## config.mk

```make
export PLATFORM = sky130hd
export DESIGN_NAME = seg_scan_decoder
export DESIGN_NICKNAME = d
export VERILOG_FILES = /design/src/rtl/seg_scan_decoder.sv
export SDC_FILE = /design/constraint.sdc
export NUM_CORES = 1
export LEC_CHECK = 0
export CAP_MARGIN = 5
export CELL_PAD_IN_SITES_DETAIL_PLACEMENT = 1
export CELL_PAD_IN_SITES_GLOBAL_PLACEMENT = 1
export CORE_ASPECT_RATIO = 1.75
export CORE_MARGIN = 4
export CORE_UTILIZATION = 45
export CTS_BUF_LIST = sky130_fd_sc_hd__clkbuf_2 sky130_fd_sc_hd__clkbuf_4 sky130_fd_sc_hd__clkbuf_8
export DETAILED_ROUTE_END_ITERATION = 6
export GPL_TIMING_DRIVEN = 0
export MAX_ROUTING_LAYER = met4
export PLACE_DENSITY_LB_ADDON = 0.1
export SYNTH_ARGS = -nofsm -noshare
export SYNTH_HDL_FRONTEND = slang
export SYNTH_SLANG_ARGS = --single-unit
```

## constraint.sdc

```tcl
create_clock -name clk -period 3.9 [get_ports clk]
set_clock_uncertainty 0.2 [all_clocks]
set_input_delay 0.585 -clock clk [delete_from_list [all_inputs] [get_ports clk]]
set_output_delay 0.585 -clock clk [all_outputs]
set_load 0.02 [all_outputs]
```

## src/rtl/seg_scan_decoder.sv

```systemverilog
// Recovers BCD digit values from a multiplexed, active-low 7-segment display bus.
// Each anode/segment pair must hold steady before it is decoded into a per-digit capture register.
module seg_scan_decoder #(
   parameter int N_DIGITS      = 4,
   parameter int STABLE_CYCLES = 16
) (
   input  logic                  clk,
   input  logic                  reset,
   input  logic [N_DIGITS-1:0]   an_in,
   input  logic [7:0]            seg_in,
   input  logic                  clear,
   output logic [4*N_DIGITS-1:0] digits,
   output logic [N_DIGITS-1:0]   valid,
   output logic [N_DIGITS-1:0]   err,
   output logic                  upd_stb,
   output logic [2:0]            upd_idx,
   output logic [3:0]            upd_val,
   output logic                  frame_done
);

   localparam int               CNT_W    = $clog2(STABLE_CYCLES + 1);
   localparam logic [CNT_W-1:0] CNT_LAST = CNT_W'(STABLE_CYCLES - 1);

   typedef enum logic [1:0] {
      ST_WAIT   = 2'd0,
      ST_SETTLE = 2'd1,
      ST_HELD   = 2'd2
   } state_t;

   function automatic logic [3:0] seg_decode(input logic [6:0] pat);
      logic [3:0] v;
      case (pat)
         7'h40:   v = 4'd0;
         7'h79:   v = 4'd1;
         7'h24:   v = 4'd2;
         7'h30:   v = 4'd3;
         7'h19:   v = 4'd4;
         7'h12:   v = 4'd5;
         7'h02:   v = 4'd6;
         7'h78:   v = 4'd7;
         7'h00:   v = 4'd8;
         7'h18:   v = 4'd9;
         7'h7F:   v = 4'hE;
         default: v = 4'hF;
      endcase
      return v;
   endfunction

   logic [N_DIGITS-1:0]   an_meta_q, s_an_q, prev_an_q;
   logic [6:0]            seg_meta_q, s_seg_q, prev_seg_q;
   state_t                state_q, state_d;
   logic [CNT_W-1:0]      cnt_q, cnt_d;
   logic [3:0]            n_low;
   logic [2:0]            an_idx;
   logic                  an_ok;
   logic                  pair_same;
   logic                  capture;
   logic [3:0]            dec_val;
   logic [4*N_DIGITS-1:0] digits_q, digits_d;
   logic [N_DIGITS-1:0]   valid_q, valid_d;
   logic [N_DIGITS-1:0]   err_q, err_d;
   logic                  fd_q, fd_d;
   logic                  stb_q, stb_d;
   logic [2:0]            idx_q, idx_d;
   logic [3:0]            val_q, val_d;
   logic                  unused_dp;

   assign unused_dp = seg_in[7];

   // Two-flop synchronisers plus the previous-pair register; idle display is all ones.
   always_ff @(posedge clk or posedge reset) begin
      if (reset) begin
         an_meta_q  <= '1;
         s_an_q     <= '1;
         prev_an_q  <= '1;
         seg_meta_q <= '1;
         s_seg_q    <= '1;
         prev_seg_q <= '1;
      end else begin
         an_meta_q  <= an_in;
         s_an_q     <= an_meta_q;
         prev_an_q  <= s_an_q;
         seg_meta_q <= seg_in[6:0];
         s_seg_q    <= seg_meta_q;
         prev_seg_q <= s_seg_q;
      end
   end

   always_comb begin
      n_low  = '0;
      an_idx = '0;
      for (int i = 0; i < N_DIGITS; i++) begin
         if (!s_an_q[i]) begin
            n_low  = n_low + 4'd1;
            an_idx = 3'(i);
         end
      end
   end

   assign an_ok     = (n_low == 4'd1);
   assign pair_same = (s_an_q == prev_an_q) && (s_seg_q == prev_seg_q);
   assign dec_val   = seg_decode(s_seg_q);

   always_ff @(posedge clk or posedge reset) begin
      if (reset) begin
         state_q <= ST_WAIT;
         cnt_q   <= '0;
      end else begin
         state_q <= state_d;
         cnt_q   <= cnt_d;
      end
   end

   always_comb begin
      state_d = state_q;
      cnt_d   = cnt_q;
      case (state_q)
         ST_WAIT: begin
            cnt_d = '0;
            if (an_ok) state_d = ST_SETTLE;
         end
         ST_SETTLE: begin
            if (!an_ok) begin
               state_d = ST_WAIT;
               cnt_d   = '0;
            end else if (!pair_same) begin
               cnt_d = '0;
            end else if (cnt_q == CNT_LAST) begin
               state_d = ST_HELD;
               cnt_d   = '0;
            end else begin
               cnt_d = cnt_q + CNT_W'(1);
            end
         end
         ST_HELD: begin
            cnt_d = '0;
            if (!an_ok) state_d = ST_WAIT;
            else if (!pair_same) state_d = ST_SETTLE;
         end
         default: begin
            state_d = ST_WAIT;
            cnt_d   = '0;
         end
      endcase
   end

   always_comb begin
      capture = (state_q == ST_SETTLE) && an_ok && pair_same && (cnt_q == CNT_LAST);
   end

   // clear beats a coincident capture for the capture registers, but the strobe still fires.
   always_comb begin
      digits_d = digits_q;
      valid_d  = valid_q;
      err_d    = err_q;
      fd_d     = &valid_q;
      stb_d    = capture;
      idx_d    = idx_q;
      val_d    = val_q;
      if (capture) begin
         idx_d = an_idx;
         val_d = dec_val;
      end
      if (clear) begin
         digits_d = '1;
         valid_d  = '0;
         err_d    = '0;
         fd_d     = 1'b0;
      end else if (capture) begin
         for (int i = 0; i < N_DIGITS; i++) begin
            if (an_idx == 3'(i)) begin
               digits_d[4*i +: 4] = dec_val;
               valid_d[i]         = 1'b1;
               err_d[i]           = (dec_val == 4'hF);
            end
         end
      end
   end

   always_ff @(posedge clk or posedge reset) begin
      if (reset) begin
         digits_q <= '1;
         valid_q  <= '0;
         err_q    <= '0;
         fd_q     <= 1'b0;
         stb_q    <= 1'b0;
         idx_q    <= '0;
         val_q    <= '0;
      end else begin
         digits_q <= digits_d;
         valid_q  <= valid_d;
         err_q    <= err_d;
         fd_q     <= fd_d;
         stb_q    <= stb_d;
         idx_q    <= idx_d;
         val_q    <= val_d;
      end
   end

   assign digits     = digits_q;
   assign valid      = valid_q;
   assign err        = err_q;
   assign frame_done = fd_q;
   assign upd_stb    = stb_q;
   assign upd_idx    = idx_q;
   assign upd_val    = val_q;

endmodule
```

==> results.sh <==
export IMPL_die_area_um2=8398
export IMPL_min_period_ns=3.245
export IMPL_syn2layout_area_growth_pct=25.65
export IMPL_dr_pass1_iters=4
export IMPL_critPathKind="reg -> reg"
export IMPL_grt_max_degree=73
export IMPL_worstReg2RegStart="s_an_q[1]$_DFF_PP1_"
export IMPL_port_buffers=45
export IMPL_dp_cells=380
export IMPL_fin_nets=326
export IMPL_ioPinCount=48
export IMPL_fin_crit_sh_pct=83.21
export IMPL_synth_top_family_by_area="simple AND/OR/NAND/NOR gates"
export IMPL_grt_overflow=0
export IMPL_max_cap_viol_count=0
export IMPL_synthAdderAreaFrac_pct=1.601
export IMPL_synth_compound_area_share_pct=5.362
export IMPL_num_fill_cells=736
export IMPL_drt_iter0_markers=84
export IMPL_synth_top_area_share_pct=41.18
export IMPL_ys_warn_count=0
export IMPL_p_leak_uw=0.001728
export IMPL_clk_pin_slew_worst_paths_ns=0.08
export IMPL_antenna_found_initial=0
export IMPL_ant_nets=0
export IMPL_cts_tree="built"
export IMPL_async_flop_share_pct=100.0
export IMPL_postSynthCellCount=251
export IMPL_synth_simple_area_share_pct=16.53
export IMPL_grt_pass1_wl_mm=11.74
export IMPL_tns_ns=0
export IMPL_holdBufCountCts=0
export IMPL_post_route_drc_count=0
export IMPL_cp_max_fo=7
export IMPL_critPathCaptureType="flop"
export IMPL_cp_required_ns=3.93
export IMPL_h_tree_depth=3
export IMPL_cp_slowest_stage_delay_ns=0.61
export IMPL_core_um2=6807
export IMPL_path_common_cell="ha_1"
export IMPL_report_final_slew_viol_count=0
export IMPL_r2r_cells=8
export IMPL_synth_area_leaders="dfstp_2 41%, dfrtp_1 18%, mux2i_1 6.7%"
export IMPL_rsz0062_at_grt="false"
export IMPL_start_util_pct=45.94
export IMPL_grt_pass1_vias=2353
export IMPL_tightest_slew_ns=0.8725
export IMPL_yosysSeqAreaShare_pct=59.58
export IMPL_wl_mm=6.675
export IMPL_muxShareOfSynthArea_pct=8.884
export IMPL_die_x_um=71.01
export IMPL_synth_cell_types=47
export IMPL_finalWeightedCongestion=0.8471
export IMPL_synth_edf_count=0
export IMPL_r2r_end="upd_val[3]$_DFFE_PP0P_"
export IMPL_crit_path_end="upd_val[3]$_DFFE_PP0P_"
export IMPL_syn_avg_cell_area_um2=12.46
export IMPL_rows=40
export IMPL_max_freq_ghz=0.3082
export IMPL_via_count=2061
export IMPL_grt_usage_pct=18.48
export IMPL_slew_headroom_pct=41.83
export IMPL_regToRegSetupSlack_ns=0.65
export IMPL_peakVddDrop_mv=0.2678
export IMPL_cp_depth=8
export IMPL_crit_family="simple AND/OR/NAND/NOR gates"
export IMPL_multi_input_area_um2=1165
export IMPL_arrival_ns=3.28
export IMPL_syn_area_um2=3127
export IMPL_yosysTopAreaCell="dfstp_2"
export IMPL_routed_via_density=5.205
export IMPL_synth_seq_cells=72
export IMPL_crit_start="s_an_q[1]$_DFF_PP1_"
export IMPL_met3_usage_pct=3.915
export IMPL_final_cells=396
export IMPL_root_buffer="clkbuf_8"
export IMPL_cellPowerDensity_nw_per_um2=409.7
export IMPL_crit_chain="inv_1 -> ha_1 -> xnor2_1 -> ha_1 -> or3_1 -> o22ai_2 -> nand3b_2 -> mux2_1"
export IMPL_post_cts_buffers=0
export IMPL_n_antenna_cell=0
export IMPL_grt_use_met1_pct=20.75
export IMPL_hold_class="reg -> reg"
export IMPL_crit_path_start_kind="flop"
export IMPL_clockBufferDepth=2
export IMPL_cts_sinks=72
export IMPL_ctsResizeCount=0
export IMPL_setup_violations_final=0
export IMPL_area_sequential_um2=1863
export IMPL_cts_buffers=9
export IMPL_fp_dieH_um=118.3
export IMPL_syn_nets=270
export IMPL_routedWlPerCell_um=16.86
export IMPL_cp_slowest_cell="dfstp_2"
export IMPL_hpwl_mm=4.594
export IMPL_grt_busiest_layer="met2"
export IMPL_hold_viol=0
export IMPL_grtUsageMet2_pct=31.34
export IMPL_synth_flop_cell="dfstp_2"
export IMPL_crit_buf_inv=1
export IMPL_drive_above_1_share_pct=28.21
export IMPL_status="complete, no violations"
export IMPL_clock_latency_ns=0.34
export IMPL_synth_xor_area_share_pct=4.762
area by class of cell:
cell class / instances / area share, %
clock inverters: 7 / 3.057
repair buffers: 45 / 11.46
inverters: 12 / 1.210
flip-flops and latches: 72 / 47.42
clock buffers: 9 / 3.153
well taps: 84 / 2.675
plain buffers: 10 / 1.369
multi-input cells: 157 / 29.65
flip-flops by register name, indices dropped and copies added, names as in the netlist:
signal	flops
s_seg_q	7
upd_idx	2
err	4
s_an_q	4
upd_stb	1
prev_seg_q	7
state_q	2
cnt_q	5
prev_an_q	4
digits	16
an_meta_q	4
upd_val	4
valid	4
frame_done	1
seg_meta_q	7
cell families (layout without fill, tap and decap cells):
| group | after synthesis | in the layout |
|---|---|---|
| compound gates | 20 | 20 |
| simple gates | 88 | 88 |
| xor+xnor | 17 | 17 |
| flops | 72 | 72 |
| fa+ha+maj | 4 | 4 |
| mux | 27 | 27 |
| other cells | 1 | 1 |
| buf+inv | 22 | 83 |
stage by stage:
step           hold slack [ns]  utilization [%]  cell area (um2)  power (uW)  setup WS (ns)
3_5_place_dp            0.1469            54.14             3685       914.1         0.6570
3_3_place_gp            0.1454            54.10             3682       908.4         0.2440
2_1_floorplan           0.1452                -             3127       876.0         0.9826
4_1_cts                 0.1586            57.72             3929        1641         0.6396
6_report                0.1571            57.72             3929        1610         0.6549
5_1_grt                 0.1619            57.72             3929        1690         0.4384
synth_stat cells, types with 2 or more instances:
library cell and instances:
nand2b_1 7, ha_1 4, mux2_2 5, a211o_1 2
nand4_1 4, a21oi_1 8, nor3_1 9, nor2_1 28
or3_1 4, mux2i_1 21, nand2_1 9, xor2_1 5
xnor2_1 12, o21ai_0 4, clkbuf_1 5, nand3b_1 2
nor4_1 3, nor3_2 3, a2111oi_4 2, nand4_2 3
inv_1 12, dfrtp_1 23, nand3_1 3, dfstp_2 49
buf_4 2
routing by layer:
layer | wire length (um) | share of wire (%) | vias up
met2 | 3695 | 55 | 37
met3 | 178 | 2.7 | 11
li1 | - | - | 968
met4 | 130 | 1.9 | 0
met1 | 2671 | 40 | 1045
met5 | 0 | 0 | -
layout by cell type (no fill, tap or decap), types with 2 or more instances in the layout:
cell type / count
clkdlybuf4s50_1: 45
inv_1: 11
nor2_1: 28
o21ai_0: 4
xnor2_1: 12
mux2_2: 5
or3_1: 4
clkinv_4: 2
a2111oi_4: 2
bufinv_16: 3
xor2_1: 5
nor4_1: 3
nand4_1: 4
nand3_1: 3
clkbuf_1: 5
nand3b_1: 2
mux2i_1: 21
nand4_2: 3
a211o_1: 2
buf_4: 2
nand2b_1: 7
nor3_2: 3
nand2_1: 9
dfrtp_1: 23
a21oi_1: 8
clkbuf_8: 9
ha_1: 4
dfstp_2: 49
nor3_1: 9
worst min-delay path by stage:
stage	from	end	cells after the start
2_1_floorplan	an_meta_q[0]$_DFF_PP1_	s_an_q[0]$_DFF_PP1_	0
3_3_place_gp	seg_meta_q[3]$_DFF_PP1_	s_seg_q[3]$_DFF_PP1_	0
3_5_place_dp	seg_meta_q[2]$_DFF_PP1_	s_seg_q[2]$_DFF_PP1_	0
4_1_cts	seg_meta_q[2]$_DFF_PP1_	s_seg_q[2]$_DFF_PP1_	0
5_1_grt	seg_meta_q[0]$_DFF_PP1_	s_seg_q[0]$_DFF_PP1_	0
6_report	seg_meta_q[2]$_DFF_PP1_	s_seg_q[2]$_DFF_PP1_	0
power by group:
group | total, uW | switching, uW | internal (uW)
Combinational | 105 | 62.4 | 42.7
Sequential | 795 | 14.2 | 780
Clock | 710 | 285 | 425
Total | 1610 | 361 | 1250
(Power assumes the default switching activity.)
